===== src/rtl/uart_tx_feeder.sv =====
// Byte FIFO between the core's MMIO store path and the UART transmitter.
// Queues pushes in order and drains them one at a time over tx_start/tx_busy.
module uart_tx_feeder #(
  parameter int unsigned DEPTH  = 16,
  parameter int unsigned ADDR_W = $clog2(DEPTH)
) (
  input  logic              clk,
  input  logic              rst,
  input  logic              wr_en,
  input  logic [7:0]        wr_data,
  output logic              full,
  output logic              empty,
  output logic [ADDR_W:0]   count,
  output logic              overflow,
  output logic [7:0]        tx_sdata,
  output logic              tx_start,
  input  logic              tx_busy
);

  typedef enum logic [1:0] {
    S_IDLE      = 2'd0,
    S_START     = 2'd1,
    S_WAIT_BUSY = 2'd2,
    S_WAIT_DONE = 2'd3
  } state_t;

  state_t          state;
  state_t          state_nxt;
  logic [7:0]      mem [DEPTH];
  logic [ADDR_W:0] wr_ptr;
  logic [ADDR_W:0] rd_ptr;
  logic            push;
  logic            pop;

  // Pointers carry one extra wrap bit so full and empty are distinguishable.
  assign empty = (wr_ptr == rd_ptr);
  assign full  = (wr_ptr[ADDR_W] != rd_ptr[ADDR_W]) &&
                 (wr_ptr[ADDR_W-1:0] == rd_ptr[ADDR_W-1:0]);
  assign count = wr_ptr - rd_ptr;
  assign push  = wr_en && !full;

  always_comb begin
    state_nxt = state;
    pop       = 1'b0;
    unique case (state)
      S_IDLE: begin
        if (!empty) begin
          pop       = 1'b1;
          state_nxt = S_START;
        end
      end
      S_START:     state_nxt = S_WAIT_BUSY;
      S_WAIT_BUSY: if (tx_busy)  state_nxt = S_WAIT_DONE;
      S_WAIT_DONE: if (!tx_busy) state_nxt = S_IDLE;
      default:     state_nxt = S_IDLE;
    endcase
  end

  always_ff @(posedge clk) begin
    if (rst) begin
      state <= S_IDLE;
    end else begin
      state <= state_nxt;
    end
  end

  always_ff @(posedge clk) begin
    if (rst) begin
      wr_ptr   <= '0;
      rd_ptr   <= '0;
      overflow <= 1'b0;
      tx_start <= 1'b0;
      tx_sdata <= '0;
    end else begin
      if (push) begin
        wr_ptr <= wr_ptr + 1'b1;
      end
      // A push against a full FIFO is dropped even if a pop frees a slot this cycle.
      if (wr_en && full) begin
        overflow <= 1'b1;
      end
      tx_start <= pop;
      if (pop) begin
        tx_sdata <= mem[rd_ptr[ADDR_W-1:0]];
        rd_ptr   <= rd_ptr + 1'b1;
      end
    end
  end

  always_ff @(posedge clk) begin
    if (push) begin
      mem[wr_ptr[ADDR_W-1:0]] <= wr_data;
    end
  end

endmodule


===== config.mk =====
export PLATFORM = sky130hd
export DESIGN_NAME = uart_tx_feeder
export DESIGN_NICKNAME = d
export VERILOG_FILES = /design/src/rtl/uart_tx_feeder.sv
export SDC_FILE = /design/constraint.sdc
export NUM_CORES = 1
export LEC_CHECK = 0
export CAP_MARGIN = 20
export CORE_UTILIZATION = 35
export DETAILED_ROUTE_END_ITERATION = 6
export GPL_TIMING_DRIVEN = 1
export SLEW_MARGIN = 40
export SYNTH_ARGS = -nofsm -noshare
export SYNTH_HDL_FRONTEND = slang
export SYNTH_SLANG_ARGS = --single-unit

===== constraint.sdc =====
create_clock -name clk -period 6 [get_ports clk]
set_input_delay 0.6 -clock clk [delete_from_list [all_inputs] [get_ports clk]]
set_output_delay 0.6 -clock clk [all_outputs]
set_load 0.02 [all_outputs]

# Word-level counts from Yosys, hierarchy flattened
# Memory sizes are Yosys's and may differ from the RTL's. A register that Yosys moved wholly into a read port is not among the register bits.
# Cells that the tools add are included.
word_totals:
  memories: 1
  ram_bits: 128
  register_bits: 14
  elab_cells: 32
  output_inout_bits: 17
op_classes:
  n_addsub: 3
  mux: 8
  n_reduce_logical: 6
  n_eq_ne: 9
mem_list:
  columns: ["name", "words", "word_bits", "read_ports", "rd_ports_with_merged_regs", "wr", "line_no", "text"]
  rows:
  - ["mem", 16, 8, 1, 1, 1, "29", "logic [7:0] mem [DEPTH];"]
op_table:
  columns: ["op", "n"]
  rows:
  - ["adder 5 x 1 -> 5 bit (second input constant)", 2]
  - ["one-hot mux 2 bit (4 select lines)", 1]
  - ["two-way mux 2 bit", 3]
  - ["!= test 2 bit (second input constant)", 3]
  - ["== test 5 bit", 1]
  - ["subtractor 5 bit", 1]
  - ["== test 2 bit (second input constant)", 2]
  - ["== test 4 bit", 1]
  - ["two-way mux 1 bit", 4]
  - ["logical AND 1 bit", 3]
  - ["AND reduction 3 bit", 1]
  - ["== test 2 x 1 -> 1 bit (second input constant)", 1]
  - ["zero test 2 bit", 1]
  - ["zero test 1 bit", 1]
  - ["!= test 1 bit", 1]

# Logic depth before layout (Yosys ltp)
# Gate-level depths: netlist of run 1.
depth:
  ltp_word: 6
  ltp_mapped: 9
  ltp_nobuf: 7

# Worst setup path after synthesis of run 1
# No wires, ideal clock.
synth_timing:
  path_kind: "register -> register"
  startpoint: "register rd_ptr[2]"
  endpoint: "memory mem[0][0], enable pin"
  path_slack_ns: 3.316
  path_stages_with_launch: 9
  arrival_time_ns: 2.301
  setup_ns: 0.383
  synth_period_minus_slack_ns: 2.684
  path_buffers: 2
  path_cell_list: "dfxtp_1 -> buf_2 -> clkbuf_1 -> inv_1 -> ha_1 -> nand4_2 -> o21a_1 -> nand2_1 -> nor3_1"
synth_via:
  elab_chain_len: 6
synth_rtl:
  columns: ["item", "line_no", "text"]
  rows:
  - ["from (decl)", "31", "logic [ADDR_W:0] rd_ptr;"]
  - ["from (signal assigned)", "85", "rd_ptr <= rd_ptr + 1'b1;"]
  - ["== test 4 bit", "38", "(wr_ptr[ADDR_W-1:0] == rd_ptr[ADDR_W-1:0]);"]
  - ["logical AND 1 bit", "37", "assign full = (wr_ptr[ADDR_W] != rd_ptr[ADDR_W]) &&"]
  - ["zero test 1 bit", "40", "assign push = wr_en && !full;"]
  - ["logical AND 1 bit", "40", null]
  - ["two-way mux 1 bit", "91", "if (push) begin"]
  - ["two-way mux 1 bit (implied by the code)", "92", "mem[wr_ptr[ADDR_W-1:0]] <= wr_data;"]
  - ["to (decl)", "29", null]
# No other way between the ends.

# Final worst setup path of run 1
layout_timing:
  startpoint: "register rd_ptr[1]"
  endpoint: "output port count[4]"
layout_via:
  elab_chain_len: 1
layout_rtl:
  columns: ["item", "line_no", "text"]
  rows:
  - ["subtractor 5 bit", "39", "assign count = wr_ptr - rd_ptr;"]
  - ["to (decl)", "13", "output logic [ADDR_W:0] count,"]
# No other way between the ends.

==> results_dict.tcl, run 1 <==
set metrics [dict create \
    fmaxAchievable_mhz 287 \
    yosys.area.top_type_share_pct 62.8 \
    ys_top_cells_by_count "edfxtp_1, mux2i_1, nor2_1" \
    skew_ns 0.00486 \
    clk-insertion-delay-late_ns 0.42 \
    p_leak_nw 2.26 \
    die_x_um 134 \
    slew_violations 0 \
    numCtsBuffers 17 \
    cts_resized 0 \
    vias 3332 \
    fin_nets 444 \
    drv_cap 0 \
    antenna_cells 0 \
    worstSetupStartpoint "rd_ptr[1]" \
    cp_data_required_time_ns 5.40 \
    dp_cells 620 \
    worstSetupEndpoint "count[4]" \
    place.gp.congestion 0.835 \
    cts_tree "yes" \
    worst_pin_slew_ns 0.817 \
    end_kind "output pin" \
    viasPerCell 5.13 \
    min_period_over_period_pct 58.0 \
    powerDensity_nw_per_um2 400 \
    cts.reportedPaths.clkPinSlew_ns 0.06 \
    instances_no_fill 650 \
    syn_to_final_growth_pct 17.3 \
    synthArstFlopShare_pct 0 \
    critPathMaxFanout 32 \
    setup_viol_count_final 0 \
    syn-cell-area_um2 6120 \
    status "finished, final reports clean" \
    ys_ff_latch 150 \
    cts_post_setup_buffers_inserted 0 \
    synth_edf_count 128 \
    die_h_um 134 \
    io_pins 29 \
    grt_pass1_vias 3423 \
    ys.flop_type "edfxtp_1" \
    post-synth-top-count-cell "edfxtp_1" \
    start_util_pct 36.4 \
    start_kind "flop" \
    hold_path_class "flop to flop" \
    cts_root_buf "clkbuf_16" \
    avgSynthCellArea_um2 15.7 \
    yosys_warnings 0 \
    yosysTopAreaCell "edfxtp_1" \
    dp.final_hpwl_mm 8.47 \
    synth_cell_types 40 \
    grt_max_degree 33 \
    ff2ff_path_depth 7 \
    track_usage_pct 15.6 \
    grt_pass1_wl_mm 19.7 \
    die_area_um2 18000 \
    tns_ns 0 \
    maxSlewHeadroom_pct 45.3 \
    yosysSeqAreaShare_pct 70.0 \
    core.rowCount 47 \
    worstSetupPathType "flop to output pin" \
    wl_mm 13.0 \
    core_um2 16800 \
    yosys-top-cells-area "edfxtp_1, mux2i_1, dfxtp_1" \
    ant_nets 0 \
    antenna_found_initial 0 \
    hold_start "overflow" \
    grt_remaining_overflow 0 \
    syn_inst 390 \
    power_mw 2.87 \
    portBuffers 28 \
    clock-sinks 150 \
    timing.final.hold_violations 0 \
    holdBufCountCts 0 \
    rsz0062_at_grt "no" \
    drcViolationCount 0 \
    ctsHtreeMaxLevel 4 \
    cts.path.max_buffers 2 \
    period_needed_ns 3.48 \
    r2r_end "mem[14][1]" \
    drt_iter0_drc 224 \
    drive_gt1_share_pct 12.1 \
    syn_nets 415 \
    rrSetupSlack_ns 3.02 \
    critical_path_arrival_ns 2.88 \
    ir_worst_vdd_mv 0.244 \
    drt_pass1_iterations 5 \
    wl_per_cell_um 20.0 \
    r2r_start "rd_ptr[2]" \
]
power by group:
part	switching, mW	leakage (nW)	internal, mW
logic	0.341	0.646	0.261
registers	0.0602	1.34	1.18
clock network	0.385	0.273	0.645
critical path, stage by stage (launching register included):
cell,delay [ns]
dfxtp_4,0.71
inv_1,0.17
fa_1,0.46
a21o_1,0.18
a21oi_1,0.18
xnor2_1,0.14
clkdlybuf4s50_1,0.62
state kept, by name, indices dropped and copies added (netlist names):
name      flops
rd_ptr        5
mem         128
state         2
tx_sdata      8
wr_ptr        5
tx_start      1
overflow      1
placed cells by master, fill, tap and decap left out, types with 2 or more instances in the layout:
cell,n
a211oi_1,8
ha_1,12
nor2_2,3
xor2_1,3
clkbuf_16,17
nor3_1,9
nand3_1,2
nand2_1,7
a21oi_1,6
nor3_2,4
inv_1,11
or3_1,2
o211ai_1,2
nand2b_1,2
clkdlybuf4s50_1,27
clkinv_2,3
xnor2_1,5
clkbuf_1,3
buf_4,2
edfxtp_1,128
dfxtp_1,21
o21ai_0,10
mux2i_1,51
o21a_1,2
bufinv_16,3
o22ai_1,16
a21o_1,2
nor2_1,31
a221oi_1,8
mux4_2,8
clkinvlp_4,2
nand3b_1,2
through the flow:
step           hold WS (ns)  worst slack (ns)  utilization [%]  cell area, µm²
3_3_place_gp          0.453              2.66             39.1            6580
4_1_cts               0.477              2.47             42.6            7170
3_5_place_dp          0.460              2.94             39.2            6600
6_report              0.470              2.52             42.7            7180
5_1_grt               0.511              2.35             42.7            7180
2_1_floorplan         0.491              3.32                -            6120
final cells by class:
| cell class | instances | area [µm²] |
|---|---|---|
| clock inverters | 10 | 133 |
| clock buffers | 20 | 437 |
| fillers | 1519 | 9640 |
| multi-input cells | 209 | 1710 |
| flip-flops and latches | 150 | 4290 |
| inverters | 11 | 41.3 |
| well taps | 220 | 275 |
| repair buffers | 30 | 290 |
worst min-delay path by stage:
stage	to	slack, ns	cells after the start
2_1_floorplan	state[0]	0.49	2
3_3_place_gp	overflow	0.45	2
3_5_place_dp	overflow	0.46	2
4_1_cts	overflow	0.48	2
5_1_grt	overflow	0.51	2
6_report	overflow	0.47	2
cells by family (layout without fill, tap and decap cells):
logic type,after synthesis,count (layout),share of synthesized area (%)
muxes,59,59,11.3
adders and majority gates,13,13,2.78
buffers and inverters,31,71,2.49
DFF,150,150,70.0
AOI/OAI and AO/OA,59,59,6.54
xor gates and xnor gates,10,10,1.68
and+or+nand+nor,68,68,5.19
routing by layer:
layer | vias to the layer above | global-route usage (%) | share of wire, %
met1 | 1670 | 18.7 | 42
met5 | - | 0 | 0
met4 | 0 | 5.68 | 1.6
li1 | 1559 | - | -
met2 | 86 | 26.5 | 51
met3 | 17 | 4.61 | 5.5
No activity file was read; power rests on OpenSTA's default activity.
==> inputs of run 2 (changes only) <==
==> constraint.sdc (replaced) <==
create_clock -name clk -period 3.46 [get_ports clk]
set_input_delay 0.346 -clock clk [delete_from_list [all_inputs] [get_ports clk]]
set_output_delay 0.346 -clock clk [all_outputs]
set_load 0.02 [all_outputs]
==> run 2 against run 1 <==
Net effect: clock power up 66%; critical path depth increased by 2; design area is 0.84% higher; combinational power rose by 88%; via count about the same; first-iteration DRC count is 31% higher; flip-flop and latch count is the same; clock skew rose by 0.0019 ns; global-route usage increased by 0.57 points.
==> results_dict.tcl, run 2 (synthesized netlist as in run 1, its figures left out) <==
set metrics [dict create \
    status "finished, final reports clean" \
    cts_tree "yes" \
    vias 3330 \
    critPathMaxFanout 5 \
    dpl_worst_slack_ns 0.962 \
    period_needed_ns 2.93 \
    place.gp.congestion 0.793 \
    slew_violations 0 \
    hold_path_class "flop to flop" \
    grt_max_degree 32 \
    fmaxAchievable_mhz 342 \
    viasPerCell 5.00 \
    ctsHtreeMaxLevel 4 \
    core.rowCount 47 \
    drv_cap 0 \
    wl_mm 13.3 \
    antenna_cells 0 \
    wl_per_cell_um 20.0 \
    core_um2 16800 \
    fin_nets 458 \
    cp_data_required_time_ns 3.11 \
    worstSetupPathType "flop to output pin" \
    rsz0062_at_grt "no" \
    r2r_end "mem[4][7]" \
    skew_ns 0.00674 \
    grt_remaining_overflow 0 \
    ir_worst_vdd_mv 0.623 \
    maxSlewHeadroom_pct 45.8 \
    start_util_pct 36.4 \
    setup_slack_ns 0.532 \
    start_kind "flop" \
    largest_register_ffs 128 \
    cts_post_setup_buffers_inserted 0 \
    critical_path_arrival_ns 2.58 \
    setup_viol_count_final 0 \
    portBuffers 28 \
    clk-insertion-delay-late_ns 0.42 \
    cts.path.max_buffers 2 \
    end_kind "output pin" \
    ant_nets 0 \
    ff2ff_path_depth 5 \
    final_area_um2 7240 \
    io_pins 29 \
    cts_root_buf "clkbuf_16" \
    die_area_um2 18000 \
    nFillCells 1521 \
    min_period_over_period_pct 84.6 \
    cts.reportedPaths.clkPinSlew_ns 0.05 \
    powerDensity_nw_per_um2 682 \
    holdBufCountCts 0 \
    antenna_found_initial 0 \
    grt_pass1_wl_mm 20.8 \
    rrSetupSlack_ns 1.00 \
    dp.final_hpwl_mm 8.58 \
    grt_pass1_vias 3472 \
    hold_start "overflow" \
    drive_gt1_share_pct 12.3 \
    tns_ns 0 \
    whs_path_depth 2 \
    cts_resized 0 \
    die_h_um 134 \
    place_area_um2 6680 \
    die_x_um 134 \
    r2r_start "wr_ptr[2]" \
    drcViolationCount 0 \
    drt_iter0_drc 294 \
    p_leak_nw 2.31 \
    worstHoldEndpoint "overflow" \
    timing.final.hold_violations 0 \
    clock-sinks 150 \
    worst_pin_slew_ns 0.810 \
    drt_pass1_iterations 4 \
    layout.cells.most_common "edfxtp_1" \
    final_cell_mix "edfxtp_1, mux2i_1, nor2_1" \
    track_usage_pct 16.2 \
    syn_to_final_growth_pct 18.3 \
    numCtsBuffers 17 \
]
-- run 2: changes by cell type in the layout (fill, tap and decap cells not counted), sizes merged --
cell / previous run / this run
buf: 3 / 16
clkbuf: 20 / 28
clkinv: 5 / 2
bufinv: 3 / 1
clkdlybuf4s50: 27 / 28
clkinvlp: 2 / 1
-- run 2: worst max-delay path: stages (launching register included) --
cell	delay (ns)
dfxtp_1	0.35
inv_1	0.12
ha_1	0.15
inv_1	0.06
fa_1	0.40
a21o_1	0.17
a21oi_1	0.17
xnor2_1	0.13
clkdlybuf4s50_1	0.62
-- run 2: power by group --
group	internal, mW	switching (mW)	leakage (nW)
Sequential	2.04	0.0489	1.34
Combinational	0.469	0.657	0.702
Clock	1.06	0.652	0.266
-- run 2: through the flow --
stage | power [mW] | std cells | hold WS [ns] | utilization [%]
floorplan | 2.86 | 390 | 0.425 | -
global placement | 3.24 | 634 | 0.455 | 39.7
detailed placement | 3.26 | 634 | 0.464 | 39.7
CTS | 4.97 | 666 | 0.484 | 43.0
global route | 5.16 | 666 | 0.510 | 43.0
finish | 4.93 | 666 | 0.471 | 43.0
-- run 2: worst max-delay path by stage --
stage	start	end	slack [ns]	depth (start not counted)
finish	wr_ptr[0]	count[4]	0.53	8
global route	wr_ptr[0]	count[4]	0.41	8
global placement	wr_ptr[0]	count[4]	0.97	8
CTS	wr_ptr[0]	count[4]	0.51	8
detailed placement	wr_ptr[0]	count[4]	0.96	8
floorplan	rd_ptr[2]	mem[0][0]	0.78	8
-- run 2: layer usage --
layer,track usage [%],vias up,part of all wire [%]
met1,21.3,1648,46
li1,-,1593,-
met5,0,-,0
met2,25.3,72,48
met4,6.24,0,1.9
met3,4.54,17,4.2
-- run 2: layout make-up --
class | instances | area (µm²) | area share (%)
clock buffers | 28 | 507 | 7.00
clock inverters | 4 | 46.3 | 0.640
inverters | 11 | 41.3 | 0.571
multi-input cells | 209 | 1680 | 23.2
flip-flops and latches | 150 | 4290 | 59.2
well taps | 220 | 275 | 3.80
repair buffers | 44 | 400 | 5.53
